## config.mk

```make
export PLATFORM = sky130hd
export DESIGN_NAME = receiver_spi
export DESIGN_NICKNAME = d
export VERILOG_FILES = /design/src/rtl/receiver_spi.sv
export SDC_FILE = /design/constraint.sdc
export NUM_CORES = 1
export LEC_CHECK = 0
export ABC_CLOCK_PERIOD_IN_PS = 3600
export BUFFER_PORTS_ARGS = -buffer_cell sky130_fd_sc_hd__buf_2
export CAP_MARGIN = 40
export CORE_MARGIN = 5
export CORE_UTILIZATION = 54
export CTS_BUF_LIST = sky130_fd_sc_hd__clkbuf_8
export DETAILED_ROUTE_END_ITERATION = 10
export GPL_TIMING_DRIVEN = 0
export PLACE_DENSITY = 0.83
export SYNTH_ARGS = -nofsm -noshare
export SYNTH_HDL_FRONTEND = slang
export SYNTH_SLANG_ARGS = --single-unit
```

## constraint.sdc

```tcl
create_clock -name clk -period 3.6 [get_ports clk]
set_clock_uncertainty 0.05 [all_clocks]
set_input_delay 0.72 -clock clk [delete_from_list [all_inputs] [get_ports clk]]
set_output_delay 0.72 -clock clk [all_outputs]
set_load 0.01 [all_outputs]
```

## src/rtl/receiver_spi.sv

```systemverilog
// SPI slave receiver: 2-FF synchronised SCK/CS/MOSI, LSB-first WIDTH-bit words,
// parallel-loaded MISO return word, daisy-chainable as a WIDTH-bit shift stage.
`timescale 1ns/1ps
module receiver_spi #(
    parameter int WIDTH = 16
) (
    input  logic             clk,
    input  logic             rst,
    input  logic             CKP,
    input  logic             CPH,
    input  logic             SCK,
    input  logic             CS,
    input  logic             MOSI,
    input  logic [WIDTH-1:0] data_in,
    output logic             MISO,
    output logic [WIDTH-1:0] data_out,
    output logic             data_valid,
    output logic             busy,
    output logic             frame_err
);
    localparam int CW = (WIDTH > 1) ? $clog2(WIDTH) : 1;

    localparam logic [1:0] IDLE  = 2'd0;
    localparam logic [1:0] LOAD  = 2'd1;
    localparam logic [1:0] SHIFT = 2'd2;

    logic [2:0]       sck_q, sck_d;
    logic [2:0]       cs_q, cs_d;
    logic [1:0]       mosi_q, mosi_d;
    logic [1:0]       state_q, state_d;
    logic [WIDTH-1:0] shreg_q, shreg_d;
    logic [WIDTH-1:0] data_out_q, data_out_d;
    logic             rx_bit_q, rx_bit_d;
    logic [CW-1:0]    cnt_q, cnt_d;
    logic             miso_q, miso_d;
    logic             data_valid_q, data_valid_d;
    logic             busy_q, busy_d;
    logic             frame_err_q, frame_err_d;
    logic             first_q, first_d;
    logic             armed_q, armed_d;
    logic [1:0]       settle_q, settle_d;

    logic sck_rise, sck_fall, cs_rise, cs_fall;
    logic lead_edge, trail_edge, sample_edge, shift_edge, mosi_s;

    always_comb begin
        sck_d  = {sck_q[1:0], SCK};
        cs_d   = {cs_q[1:0], CS};
        mosi_d = {mosi_q[0], MOSI};
    end

    assign sck_rise    = sck_q[1] & ~sck_q[2];
    assign sck_fall    = ~sck_q[1] & sck_q[2];
    assign cs_rise     = cs_q[1] & ~cs_q[2];
    assign cs_fall     = ~cs_q[1] & cs_q[2];
    assign lead_edge   = CKP ? sck_fall : sck_rise;
    assign trail_edge  = CKP ? sck_rise : sck_fall;
    assign sample_edge = CPH ? trail_edge : lead_edge;
    assign shift_edge  = CPH ? lead_edge : trail_edge;
    assign mosi_s      = mosi_q[1];

    always_comb begin
        state_d      = state_q;
        shreg_d      = shreg_q;
        data_out_d   = data_out_q;
        rx_bit_d     = rx_bit_q;
        cnt_d        = cnt_q;
        miso_d       = miso_q;
        data_valid_d = 1'b0;
        frame_err_d  = 1'b0;
        first_d      = first_q;
        settle_d     = (settle_q == 2'd3) ? settle_q : settle_q + 2'd1;
        // After reset the synchroniser holds forced idle levels for two cycles;
        // a frame may only start once the real CS has been seen high.
        armed_d      = armed_q | ((settle_q >= 2'd2) & cs_q[1]);

        case (state_q)
            IDLE: begin
                miso_d = 1'b0;
                cnt_d  = '0;
                if (armed_q && cs_fall) begin
                    state_d = LOAD;
                end
            end
            LOAD: begin
                shreg_d = data_in;
                miso_d  = data_in[0];
                first_d = 1'b1;
                state_d = cs_rise ? IDLE : SHIFT;
            end
            SHIFT: begin
                if (cs_rise) begin
                    state_d     = IDLE;
                    frame_err_d = (cnt_q != '0);
                    miso_d      = 1'b0;
                    cnt_d       = '0;
                end else begin
                    if (sample_edge) begin
                        rx_bit_d = mosi_s;
                        if (cnt_q == CW'(WIDTH - 1)) begin
                            data_out_d   = {mosi_s, shreg_q[WIDTH-1:1]};
                            data_valid_d = 1'b1;
                            cnt_d        = '0;
                        end else begin
                            cnt_d = cnt_q + CW'(1);
                        end
                    end
                    // With CPH=1 the first leading edge only opens the bit window.
                    if (shift_edge) begin
                        if (CPH && first_q) begin
                            first_d = 1'b0;
                        end else begin
                            first_d = 1'b0;
                            shreg_d = {rx_bit_q, shreg_q[WIDTH-1:1]};
                            miso_d  = shreg_q[1];
                        end
                    end
                end
            end
            default: begin
                state_d = IDLE;
            end
        endcase

        busy_d = (state_d != IDLE);
    end

    always_ff @(posedge clk) begin
        if (rst) begin
            sck_q        <= {3{CKP}};
            cs_q         <= 3'b111;
            mosi_q       <= 2'b00;
            state_q      <= IDLE;
            shreg_q      <= '0;
            data_out_q   <= '0;
            rx_bit_q     <= 1'b0;
            cnt_q        <= '0;
            miso_q       <= 1'b0;
            data_valid_q <= 1'b0;
            busy_q       <= 1'b0;
            frame_err_q  <= 1'b0;
            first_q      <= 1'b0;
            armed_q      <= 1'b0;
            settle_q     <= 2'd0;
        end else begin
            sck_q        <= sck_d;
            cs_q         <= cs_d;
            mosi_q       <= mosi_d;
            state_q      <= state_d;
            shreg_q      <= shreg_d;
            data_out_q   <= data_out_d;
            rx_bit_q     <= rx_bit_d;
            cnt_q        <= cnt_d;
            miso_q       <= miso_d;
            data_valid_q <= data_valid_d;
            busy_q       <= busy_d;
            frame_err_q  <= frame_err_d;
            first_q      <= first_d;
            armed_q      <= armed_d;
            settle_q     <= settle_d;
        end
    end

    assign MISO       = miso_q;
    assign data_out   = data_out_q;
    assign data_valid = data_valid_q;
    assign busy       = busy_q;
    assign frame_err  = frame_err_q;

endmodule

```

==> run summary <==
==================================================================================================
Post-synthesis cell count                                                                      254
Count of filler cells inserted in the layout                                                   403
Capture point of the critical path                                                    data_out[14]
Top delay family on crit path                                                         simple AND/OR/NAND/NOR gates
Buffers and inverters on the worst path                                                          2
Slew margin rel.                                                                            0.5887
Root buffer cell                                                                          clkbuf_8
Start-to-end type of the worst setup path                                             input port to flop
Worst setup path startpoint                                                                    CKP
Clock tree from TritonCTS                                                                     done
Peak Freq                                                                               0.4740 GHz
Seq/Total Area, Yosys                                                                       0.4252
Hold path depth                                                                                  1
Count of flip-flops with a built-in enable after synthesis                                       0
Nets                                                                                           333
Leakage power of the design                                                               1.136 nW
Cell chain of the critical path                                                       buf_2 -> xor2_2 -> mux2i_1 -> nor3_4 -> buf_8 -> mux2i_1
Average wire per standard cell                                                            14.28 um
Cell row count                                                                                  25
Largest net degree at the start of global routing                                               17
Final core occ                                                                              0.6244
Grt total ovfl                                                                                   0
Reg2reg start                                                                           state_q[0]
Worst vdd rail ir drop                                                                    189.9 uV
DRC viols                                                                                        0
Most used cell along the critical path                                                     mux2i_1
Post-CTS setup buffers                                                                           0
Final Hold Violating Endpoints                                                                   0
Total routed wirelength                                                                    5098 um
Leading area contributor after synthesis                                                   dfxtp_1
TritonCTS Buffers                                                                                5
Slowest cell delay on critical path                                                         520 ps
Source-to-sink clock delay at the later pin of the worst-skew pair                          310 ps
Dominant cells by area after synthesis                                                dfxtp_1, mux2i_1, nand2b_1
Layout-stage area growth over the synthesis result                                          14.47%
Finished layout cell area                                                                 2910 um2
Syn avg cell area                                                                        10.01 um2
Fraction of final layout cells sized beyond drive strength 1                                0.2442
Slew Limit Fails                                                                                 0
Data arrival, critical path                                                                2300 ps
Number of placed cells counting well taps                                                      349
Die Area                                                                                  6180 um2
Depth of the worst register-to-register path                                                     7
Result of the run                                                                     finished clean
Remaining antenna violation count                                                                0
Most frequent cell after synthesis                                                         dfxtp_1
Wire length of the first global-routing pass                                               8211 um
Final GP Congestion                                                                         0.8239
Width of the chip                                                                         78.62 um
Final critical-path setup slack                                                            1490 ps
Number of top-level pins                                                                        43
Most frequent cells after synthesis                                                   dfxtp_1, mux2i_1, nand2b_1, or2_2, inv_1
Sum of net half-perimeters after detailed placement                                        3785 um
Worst-path fanout max                                                                           10
Antenna diode count                                                                              0
Yosys top cell area share                                                                   0.4252
Multi-input gate area                                                                     1353 um2
Class of the tightest hold or removal check                                           flop to flop
Layout Cells excl Fill                                                                         357
Area used by sequential logic in the layout                                               1081 um2
Vias per std cell                                                                            5.300
Endpoint of the worst-slack reg-to-reg timing path                                      shreg_q[8]
Iteration-0 DRC count of the detailed router                                                    85
Number of setup violations in the final report                                                   0
Core region area                                                                          4661 um2
Gates resized, CTS repair                                                                        0
Via count of the routed design                                                                1892
Number of buffers added on ports                                                                41
Synthesis Warnings                                                                               0
Die Span Y                                                                                78.62 um
Sum of negative setup slack                                                                   0 ps
Total nets after synthesis                                                                     285
Critical path endpoint category                                                               flop
Post-layout min period                                                                     2110 ps
Worst reg-to-reg setup slack                                                               1520 ps
Clock transition time at the flip-flop clock pins of the worst setup and hold paths          90 ps
Number of global-route vias before repair                                                     1790
Number of sinks handled by clock tree synthesis                                                 54
Number of violations of the max-capacitance limit                                                0
Post-Place Cell Area                                                                      2815 um2
Critical-path cell with the highest stage delay                                             nor3_4
Mapped cell area                                                                          2542 um2
Ys flop type                                                                               dfxtp_1
Ratio of final minimum period to clock period                                               0.5860
Share of async-settable or async-resettable flops after synthesis                                0
Pwr per Cell Area                                                                     382.8 nW/um2
Total global-route track usage                                                              0.1679
Starting density of the core                                                                0.5455
Post-synthesis cell type count                                                                  41
Transition time at the pin with the least slew margin                                     599.8 ps
Number of levels the H-tree was split into                                                       2
Number of gates on the worst path with buffers counted                                           6
Number of antenna violations at the first check in global routing                                0
First-pass iteration count of the detailed router                                                5
Setup Slack @ Placement                                                                    1159 ps
CP required                                                                                3790 ps
Maximum buffer depth of the clock tree                                                           2
Number of storage elements in the synthesis netlist                                             54
Setup repair after global routing missed its margin                                             no
Type of origin of the critical path                                                     input port
Number of buffers added to fix hold violations after cts                                         0
==================================================================================================
==> state kept, by name, summed over array words and instances (netlist names), 2 cells and up <==
register / cells
cs_q: 3
shreg_q: 15
state_q: 2
mosi_q: 2
sck_q: 3
settle_q: 2
data_out: 16
cnt_q: 4
==> cell usage in the layout, fill, tap and decap left out, types with 3 or more instances in the layout <==
master / n
nor2_1: 6
nand3_1: 3
inv_1: 13
a21oi_1: 6
o21ai_0: 9
dfxtp_1: 54
nor2b_1: 7
buf_2: 44
mux2i_1: 49
or2_2: 18
nand4b_1: 3
clkbuf_1: 9
clkbuf_8: 6
nand2b_1: 35
ha_1: 8
nand2_1: 4
==> layer usage <==
metal / track usage / wire length [um]
met5: 0 / 0
met4: 0.06818 / 83
met3: 0.03555 / 251
met2: 0.2818 / 2490
met1: 0.2084 / 2272
==> per-stage QoR <==
stage          hold slack [ps]   power, W
2_1_floorplan            339.5  0.0007347
3_3_place_gp             346.5  0.0007671
3_5_place_dp             353.4  0.0007728
4_1_cts                  377.6   0.001125
5_1_grt                  390.1   0.001164
6_report                 372.8   0.001114
==> logic make-up after synthesis <==
family | count (synthesis) | synth area share
AO/OA/AOI/OAI | 29 | 0.07580
XOR/XNOR | 3 | 0.01329
adder cells (fa/ha/maj) | 8 | 0.03937
buffers and inverters | 25 | 0.04281
flip-flops | 54 | 0.4252
multiplexers | 50 | 0.1973
AND/OR/NAND/NOR | 85 | 0.2062
==> worst min-delay path by stage <==
stage	endpoint	startpoint	slack [ps]
floorplan	cs_q[1]	cs_q[0]	340
global placement	cs_q[1]	cs_q[0]	350
detailed placement	cs_q[1]	cs_q[0]	350
CTS	cs_q[1]	cs_q[0]	380
global route	cs_q[1]	cs_q[0]	390
finish	cs_q[1]	cs_q[0]	370
==> layout make-up <==
type                    instances  area share
clock buffers                   6     0.02837
well taps                      54     0.02322
plain buffers                  13     0.02193
flip-flops and latches         54      0.3715
multi-input cells             175      0.4647
inverters                      12     0.01548
repair buffers                 41     0.07051
clock inverters                 2    0.004299
==> where the power goes <==
| group | total (W) | switching [W] | internal [W] |
|---|---|---|---|
| combinational | 0.000127 | 0.0000664 | 0.0000609 |
| clock | 0.000355 | 0.000198 | 0.000157 |
| sequential | 0.000632 | 0.0000143 | 0.000618 |
(Power assumes the default switching activity.)
